File: src/rtl/risc_cache_pkg.sv
// risc_cache_pkg: shared types and address-field helpers for the MEM-stage cache controller.
package risc_cache_pkg;

    localparam int ADDR_W      = 16;
    localparam int DATA_W      = 16;
    localparam int DEF_INDEX_W = 5;
    localparam int DEF_WORDS   = 4;

    typedef enum logic [2:0] {
        ST_IDLE   = 3'd0,
        ST_LOOKUP = 3'd1,
        ST_WBACK  = 3'd2,
        ST_FILL   = 3'd3,
        ST_RESP   = 3'd4,
        ST_ERR    = 3'd5
    } cache_state_t;

    // Width of the word-offset field for a line of 'words' 16-bit words.
    function automatic int off_w(input int words);
        return $clog2(words);
    endfunction

    // Tag width left over once index, word offset and byte bit are removed.
    function automatic int tag_w(input int index_w, input int words);
        return ADDR_W - index_w - $clog2(words) - 1;
    endfunction

endpackage

File: src/rtl/mem_word_seq.sv
// mem_word_seq: walks the words of one cache line against the backing memory.
// Holds the request high across words and only advances on m_ack.
module mem_word_seq
    import risc_cache_pkg::*;
#(
    parameter int WORDS = DEF_WORDS
) (
    input  logic                     clk,
    input  logic                     rst_n,
    input  logic                     start,
    input  logic                     m_ack,
    output logic                     busy,
    output logic [off_w(WORDS)-1:0]  word,
    output logic                     last_ack
);

    localparam int OFF_W = off_w(WORDS);
    localparam logic [OFF_W-1:0] LAST_WORD = OFF_W'(WORDS - 1);

    logic             busy_q, busy_d;
    logic [OFF_W-1:0] word_q, word_d;

    // Next word/busy: a start restarts the line even while the previous one finishes.
    always_comb begin
        busy_d = busy_q;
        word_d = word_q;
        if (start) begin
            busy_d = 1'b1;
            word_d = '0;
        end else if (busy_q && m_ack) begin
            if (word_q == LAST_WORD) begin
                busy_d = 1'b0;
                word_d = '0;
            end else begin
                word_d = word_q + 1'b1;
            end
        end
    end

    // Sequencer state registers.
    always_ff @(posedge clk or negedge rst_n) begin
        if (!rst_n) begin
            busy_q <= 1'b0;
            word_q <= '0;
        end else begin
            busy_q <= busy_d;
            word_q <= word_d;
        end
    end

    assign busy     = busy_q;
    assign word     = word_q;
    assign last_ack = busy_q & m_ack & (word_q == LAST_WORD);

endmodule

File: src/rtl/mem_cache_ctrl.sv
// mem_cache_ctrl: direct-mapped, write-back, write-allocate cache controller
// for the MEM stage. The tag/data array lives outside; this block drives it.
// Build option: define CACHE_STATS_EN to add saturating hit_cnt/miss_cnt outputs.
module mem_cache_ctrl
    import risc_cache_pkg::*;
#(
    parameter int INDEX_W = DEF_INDEX_W,
    parameter int WORDS   = DEF_WORDS
) (
    input  logic                             clk,
    input  logic                             rst_n,
    input  logic                             req_valid,
    input  logic                             req_wr,
    input  logic [ADDR_W-1:0]                req_addr,
    input  logic [DATA_W-1:0]                req_wdata,
    output logic                             req_ready,
    output logic                             stall,
    output logic                             rsp_valid,
    output logic [DATA_W-1:0]                rsp_rdata,
    output logic                             rsp_err,
    output logic [INDEX_W-1:0]               c_index,
    output logic [off_w(WORDS)-1:0]          c_offset,
    output logic [tag_w(INDEX_W, WORDS)-1:0] c_tag,
    output logic [DATA_W-1:0]                c_wdata,
    output logic                             c_we,
    output logic                             c_set_valid,
    output logic                             c_set_dirty,
    input  logic                             c_hit,
    input  logic                             c_dirty,
    input  logic [tag_w(INDEX_W, WORDS)-1:0] c_tag_out,
    input  logic [DATA_W-1:0]                c_rdata,
    output logic                             m_req,
    output logic                             m_wr,
    output logic [ADDR_W-1:0]                m_addr,
    output logic [DATA_W-1:0]                m_wdata,
    input  logic                             m_ack,
    input  logic [DATA_W-1:0]                m_rdata
`ifdef CACHE_STATS_EN
    ,
    output logic [15:0]                      hit_cnt,
    output logic [15:0]                      miss_cnt
`endif
);

    localparam int OFF_W = off_w(WORDS);
    localparam int TAG_W = tag_w(INDEX_W, WORDS);

    cache_state_t      state_q, state_d;
    logic              wr_q, wr_d;
    logic [ADDR_W-1:1] addr_q, addr_d;     // byte bit is never needed after acceptance
    logic [DATA_W-1:0] wdata_q, wdata_d;
    logic [DATA_W-1:0] rdata_q, rdata_d;

    logic              seq_start;
    logic              seq_busy;
    logic              seq_last_ack;
    logic [OFF_W-1:0]  seq_word;

    logic [TAG_W-1:0]   req_tag;
    logic [INDEX_W-1:0] req_idx;
    logic [OFF_W-1:0]   req_off;

    assign req_tag = addr_q[ADDR_W-1 -: TAG_W];
    assign req_idx = addr_q[OFF_W+1 +: INDEX_W];
    assign req_off = addr_q[1 +: OFF_W];

    mem_word_seq #(
        .WORDS    (WORDS)
    ) u_word_seq (
        .clk      (clk),
        .rst_n    (rst_n),
        .start    (seq_start),
        .m_ack    (m_ack),
        .busy     (seq_busy),
        .word     (seq_word),
        .last_ack (seq_last_ack)
    );

    // Next-state and request-latch logic; a miss always returns to LOOKUP so the
    // access completes through the ordinary hit path.
    always_comb begin
        state_d   = state_q;
        wr_d      = wr_q;
        addr_d    = addr_q;
        wdata_d   = wdata_q;
        rdata_d   = rdata_q;
        seq_start = 1'b0;
        case (state_q)
            ST_IDLE: begin
                if (req_valid) begin
                    wr_d    = req_wr;
                    addr_d  = req_addr[ADDR_W-1:1];
                    wdata_d = req_wdata;
                    state_d = req_addr[0] ? ST_ERR : ST_LOOKUP;
                end
            end
            ST_LOOKUP: begin
                if (c_hit) begin
                    if (!wr_q) begin
                        rdata_d = c_rdata;
                    end
                    state_d = ST_RESP;
                end else begin
                    seq_start = 1'b1;
                    state_d   = c_dirty ? ST_WBACK : ST_FILL;
                end
            end
            ST_WBACK: begin
                if (seq_last_ack) begin
                    seq_start = 1'b1;
                    state_d   = ST_FILL;
                end
            end
            ST_FILL: begin
                if (seq_last_ack) begin
                    state_d = ST_LOOKUP;
                end
            end
            ST_RESP: state_d = ST_IDLE;
            ST_ERR:  state_d = ST_IDLE;
            default: state_d = ST_IDLE;
        endcase
    end

    // Controller state and latched request registers.
    always_ff @(posedge clk or negedge rst_n) begin
        if (!rst_n) begin
            state_q <= ST_IDLE;
            wr_q    <= 1'b0;
            addr_q  <= '0;
            wdata_q <= '0;
            rdata_q <= '0;
        end else begin
            state_q <= state_d;
            wr_q    <= wr_d;
            addr_q  <= addr_d;
            wdata_q <= wdata_d;
            rdata_q <= rdata_d;
        end
    end

    // Array and memory drive decoded from the registered state; the write-back
    // address is rebuilt from the tag still stored in the victim line.
    always_comb begin
        c_offset    = req_off;
        c_we        = 1'b0;
        c_set_dirty = 1'b0;
        c_set_valid = 1'b0;
        c_wdata     = '0;
        m_wr        = 1'b0;
        m_addr      = '0;
        m_wdata     = '0;
        case (state_q)
            ST_LOOKUP: begin
                if (c_hit && wr_q) begin
                    c_we        = 1'b1;
                    c_set_dirty = 1'b1;
                    c_wdata     = wdata_q;
                end
            end
            ST_WBACK: begin
                c_offset = seq_word;
                m_wr     = 1'b1;
                m_addr   = {c_tag_out, req_idx, seq_word, 1'b0};
                m_wdata  = c_rdata;
            end
            ST_FILL: begin
                c_offset    = seq_word;
                m_addr      = {req_tag, req_idx, seq_word, 1'b0};
                c_we        = seq_busy & m_ack;
                c_wdata     = m_rdata;
                c_set_valid = seq_last_ack;
            end
            default: ;
        endcase
    end

    assign c_index   = req_idx;
    assign c_tag     = req_tag;
    assign m_req     = seq_busy;
    assign req_ready = (state_q == ST_IDLE);
    assign stall     = (state_q != ST_IDLE) | (req_valid & (state_q == ST_IDLE));
    assign rsp_valid = (state_q == ST_RESP) | (state_q == ST_ERR);
    assign rsp_err   = (state_q == ST_ERR);
    assign rsp_rdata = (state_q == ST_RESP && !wr_q) ? rdata_q : '0;

`ifdef CACHE_STATS_EN
    logic        replay_q, replay_d;
    logic        first_lookup;
    logic [15:0] hit_cnt_q, hit_cnt_d;
    logic [15:0] miss_cnt_q, miss_cnt_d;

    // Count only the first LOOKUP of a request; the post-fill replay is not a new access.
    always_comb begin
        replay_d = replay_q;
        if (state_q == ST_IDLE && req_valid) begin
            replay_d = 1'b0;
        end else if (state_q == ST_FILL && seq_last_ack) begin
            replay_d = 1'b1;
        end
        first_lookup = (state_q == ST_LOOKUP) && !replay_q;
        hit_cnt_d    = hit_cnt_q;
        miss_cnt_d   = miss_cnt_q;
        if (first_lookup && c_hit && hit_cnt_q != 16'hFFFF) begin
            hit_cnt_d = hit_cnt_q + 16'd1;
        end
        if (first_lookup && !c_hit && miss_cnt_q != 16'hFFFF) begin
            miss_cnt_d = miss_cnt_q + 16'd1;
        end
    end

    // Statistics registers.
    always_ff @(posedge clk or negedge rst_n) begin
        if (!rst_n) begin
            replay_q   <= 1'b0;
            hit_cnt_q  <= '0;
            miss_cnt_q <= '0;
        end else begin
            replay_q   <= replay_d;
            hit_cnt_q  <= hit_cnt_d;
            miss_cnt_q <= miss_cnt_d;
        end
    end

    assign hit_cnt  = hit_cnt_q;
    assign miss_cnt = miss_cnt_q;
`endif

endmodule

File: config.mk
export PLATFORM = sky130hd
export DESIGN_NAME = mem_cache_ctrl
export DESIGN_NICKNAME = d
export VERILOG_FILES = /design/src/rtl/risc_cache_pkg.sv /design/src/rtl/mem_word_seq.sv /design/src/rtl/mem_cache_ctrl.sv
export SDC_FILE = /design/constraint.sdc
export NUM_CORES = 1
export LEC_CHECK = 0
export ABC_AREA = 1
export CAP_MARGIN = 20
export CORE_MARGIN = 2
export CORE_UTILIZATION = 39
export CTS_CLUSTER_SIZE = 8
export DETAILED_ROUTE_END_ITERATION = 12
export GPL_ROUTABILITY_DRIVEN = 1
export GPL_TIMING_DRIVEN = 0
export PLACE_DENSITY = 0.91
export SLEW_MARGIN = 30
export SYNTH_ARGS = -nofsm -noshare
export SYNTH_HDL_FRONTEND = slang
export SYNTH_SLANG_ARGS = --single-unit
File: constraint.sdc
create_clock -name clk -period 1.6 [get_ports clk]
set_input_delay 0.16 -clock clk [delete_from_list [all_inputs] [get_ports clk]]
set_output_delay 0.16 -clock clk [all_outputs]
set_load 0.1 [all_outputs]
==> impl_metrics.ini, run 1 <==
[logic_synthesis]
synth_flop_cell = dfrtp_1
syn-num-nets = 509
synth_cell_types = 18
syn_inst = 429
async_flop_share = 1.000
yosysWarningCount = 0
synth.area.top_cells = dfrtp_1 (46%), nand2_1 (22%), nand3_1 (6.4%), inv_1 (6.1%), nor2_1 (5.9%)
syn_area_um2 = 2950
synth_top_area_frac = 0.4580
yosysTopAreaCell = dfrtp_1
syn_avg_cell_area_um2 = 6.877
synth_edf_count = 0
ys_seq_area_frac = 0.4580
ys_seq_elements = 54

[status]
haltStage = global routing
error = [ERROR DPL-0038] Utilization greater than 100%, impossible to legalize
run_status = did not finish

[die]
die_w_um = 90.98
ios = 167
start_util = 0.4046
die_height_um = 90.98
rows = 31

[placed_design]
place_congestion = 0.7740
io_buffers = 164
dp_hpwl_um = 7708

[clock_tree]
cts_root_buffer = clkbuf_8
cts_buffers = 5
cts_sinks = 54
cts_max_level = 2
cts.path.max_buffers = 2

[timing]
endpoint_type = primary output
grt-worst-endpoint = c_wdata[4]

[global_routing]
grt_max_degree = 51
## Yosys cell counts (all sizes together), types with 2 or more instances
cell type / instances
nand3: 38
dfrtp: 54
buf: 30
clkbuf: 4
nor2: 49
nand2: 175
inv: 51
nand3b: 2
a21oi: 3
o21ai: 20
## stage by stage
step	utilization	hold WS (ps)	instances	instance area (um^2)	setup WS [ps]
after global placement	0.7361	456.8	692	5368	-1626
after CTS	0.9298	190.4	729	6780	-286.5
after detailed placement	0.7395	-20.16	693	5393	-1259
after floorplan	-	-135.6	429	3602	-419.9
## repair_timing
item | in CTS
resized for setup | 765
endpoints found under the setup margin | 87
pin swaps | 6
buffers inserted | 23
endpoints found under the hold margin | 54
cloned | 4
hold buffers | 1
## cells by family after synthesis
| group | Yosys count | synth area share |
|---|---|---|
| other cells | 1 | 0.001271 |
| fa+ha+maj | 1 | 0.004240 |
| simple gates | 265 | 0.3613 |
| buf+inv | 85 | 0.1361 |
| flops | 54 | 0.4580 |
| compound gates | 23 | 0.03901 |
==> inputs of run 2 (changes only) <==
--- a/config.mk
+++ b/config.mk
@@ -8,12 +8,11 @@
 export ABC_AREA = 1
 export CAP_MARGIN = 20
 export CORE_MARGIN = 2
-export CORE_UTILIZATION = 39
-export CTS_CLUSTER_SIZE = 8
+export CORE_UTILIZATION = 25
 export DETAILED_ROUTE_END_ITERATION = 12
 export GPL_ROUTABILITY_DRIVEN = 1
 export GPL_TIMING_DRIVEN = 0
-export PLACE_DENSITY = 0.91
+export PLACE_DENSITY_LB_ADDON = 0.15
 export SLEW_MARGIN = 30
 export SYNTH_ARGS = -nofsm -noshare
 export SYNTH_HDL_FRONTEND = slang
==> run 2 against run 1 <==
  * The flow now finishes, with violations (setup timing)
  * Synthesized cell count stayed put
  * Area after synthesis is the same
==> impl_metrics.ini, run 2 <==
[logic_synthesis]
ys_top_cells_by_count = nand2_1 (172), dfrtp_1 (54), inv_1 (48)
yosysTopAreaCell = dfrtp_1
async_flop_share = 1.000
ys_seq_elements = 54
synth.area.top_cells = dfrtp_1 (46%), nand2_1 (22%), nand3_1 (6.4%), inv_1 (6.1%), nor2_1 (5.9%)
synth_top_area_frac = 0.4580
syn_avg_cell_area_um2 = 6.877
synth_cell_types = 18
ys_seq_area_frac = 0.4580
synth_edf_count = 0
syn_area_um2 = 2950
synth_flop_cell = dfrtp_1
syn-num-nets = 509
synth_most_common_cell = nand2_1
yosysWarningCount = 0
syn_inst = 429

[drt]
drc = 0
wl_met1_um = 4346
ant_nets = 0
via_count = 3480
wire_per_inst_um = 14.51
wl_met2_um = 6116
via_per_inst = 4.416
drtIter0Drc = 139
wl_met3_um = 902
drtPass1Iterations = 4
wirelength_um = 11440
highest_layer = met4

[critical_path]
path_class = flip-flop to output port
crit_path_top_delay_cell = dfrtp_2
end_kind = output port
reg2reg_from = state_q[1]
r2r-end = u_word_seq.word[1]
r2r_setup_slack_ps = 30
reg2reg_depth = 10
path_max_fanout = 8
cp_cell_sequence = buf_6, nand2_8, nor2_4, buf_12, buf_8, nand2_1, nand2_8, buf_12
cp-start-kind = flip-flop
max_stage_delay_ps = 420
cp.arrival_ps = 1700
critPathRequiredTime_ps = 1440

[die]
die_height_um = 112.6
core_um2 = 11470
die_area_um2 = 12690
start_util = 0.2573
die_w_um = 112.6
ios = 167
rows = 39

[timing]
slew_violations = 0
fmax_mhz = 537.0
worst_pin_slew_ps = 563.2
fin_crit_ps = 1862
fin_skew_ps = 10.13
hold_violations = 0
fin_crit_sh = 1.164
rsz0062_at_grt = yes
setup_viol = 69
slew-limit-headroom = 0.6263
fin_ws_ps = -262.4

[status]
violations = setup timing
run_status = complete, but fails checks

[clock_tree]
cts_max_level = 2
clk_latency_ps = 290
cts.path.max_buffers = 2
clkTransAtPathRegs_ps = 70
cts_root_buffer = clkbuf_16
cts_buffers = 5
cts_tree = done
cts_sinks = 54

[final_layout]
final_common_cell = nand2_1
fillCellCount = 857
syn_to_final_growth_pct = 151.5
insertedDiodeCount = 0
seqCellArea_um2 = 1359
drive_above_1_share = 0.4651
final_cell_mix = nand2_1 (101), buf_12 (83), clkdlybuf4s50_1 (76)
top_regs = rdata_q x16, wdata_q x16, addr_q x15
nets = 725
multi_input_area_um2 = 2332
fin_area_um2 = 7420

[global_routing]
grt_pass1_wl_um = 17210
first_global_vias = 3463
grt_antenna_before_repair = 0
grt-ovfl-total = 0
grt_max_degree = 33
grt_util_all_layers = 0.1664

[placed_design]
io_buffers = 164
place_congestion = 0.7259
place_area_um2 = 5440
dp_hpwl_um = 7372
place_ws_ps = -1294

[min_path]
hp-class = input pin to flip-flop
hp-start = req_valid
hold_end = addr_q[14]
whs_path_depth = 3

[flow_run]
cap_violations = 0
[run 2: timing repair]
item,in CTS,in global routing
cloned,3,4
pin swaps,10,25
setup buffers,12,24
resized for setup,735,126
hold buffers,1,0
hold endpoints to repair,22,0
endpoints found under the setup margin,87,73
[run 2: how the worst max path moves through the flow]
stage / slack (ps) / to / from / cells past startpoint
finish: -260 / c_wdata[8] / state_q[1] / 8
global placement: -1850 / u_word_seq.busy / rst_n / 1
CTS: -280 / c_wdata[10] / state_q[1] / 9
floorplan: -420 / rsp_rdata[11] / state_q[1] / 4
detailed placement: -1290 / m_addr[10] / state_q[2] / 7
global route: -320 / c_wdata[8] / state_q[1] / 8
[run 2: critical path, delay by kind of cell (launching register included)]
kind | cells | cell delay (ps)
buffers and inverters | 4 | 590
flip-flops | 1 | 420
AND/OR/NAND/NOR | 4 | 400
[run 2: cell type report]
type,instances,area share
clock inverters,1,0.001012
clock buffers,6,0.01737
inverters,51,0.02917
plain buffers,34,0.04165
repair buffers,209,0.3892
multi-input cells,290,0.3143
well taps,143,0.02411
flip-flops and latches,54,0.1831
[run 2: through the flow]
| stage | utilization | std cells | setup TNS, ps | hold slack, ps |
|---|---|---|---|---|
| 2_1_floorplan | - | 429 | -8051 | -135.6 |
| 5_1_grt | 0.6470 | 788 | -16560 | 289.8 |
| 3_5_place_dp | 0.4744 | 737 | -75820 | 83.34 |
| 4_1_cts | 0.5739 | 760 | -11840 | 249.8 |
| 3_3_place_gp | 0.4729 | 736 | -154430 | 454.2 |
| 6_report | 0.6470 | 788 | -12150 | 254.6 |
[run 2: logic make-up (layout without fill, tap and decap cells)]
group,Yosys count,in the layout,share of synthesized area
fa+ha+maj,1,1,0.004240
compound gates,23,23,0.03901
buf+inv,85,301,0.1361
other cells,1,1,0.001271
flops,54,54,0.4580
simple gates,265,265,0.3613
[run 2: routing by layer]
layer / up-vias / global-route usage
met5: - / 0
met4: 0 / 0.02683
met3: 6 / 0.04590
met2: 114 / 0.2922
met1: 1643 / 0.2078
li1: 1717 / -
Power of run 2 is not shown: default switching activity piles up to over one toggle a cycle in this logic, so the estimate is an artifact.
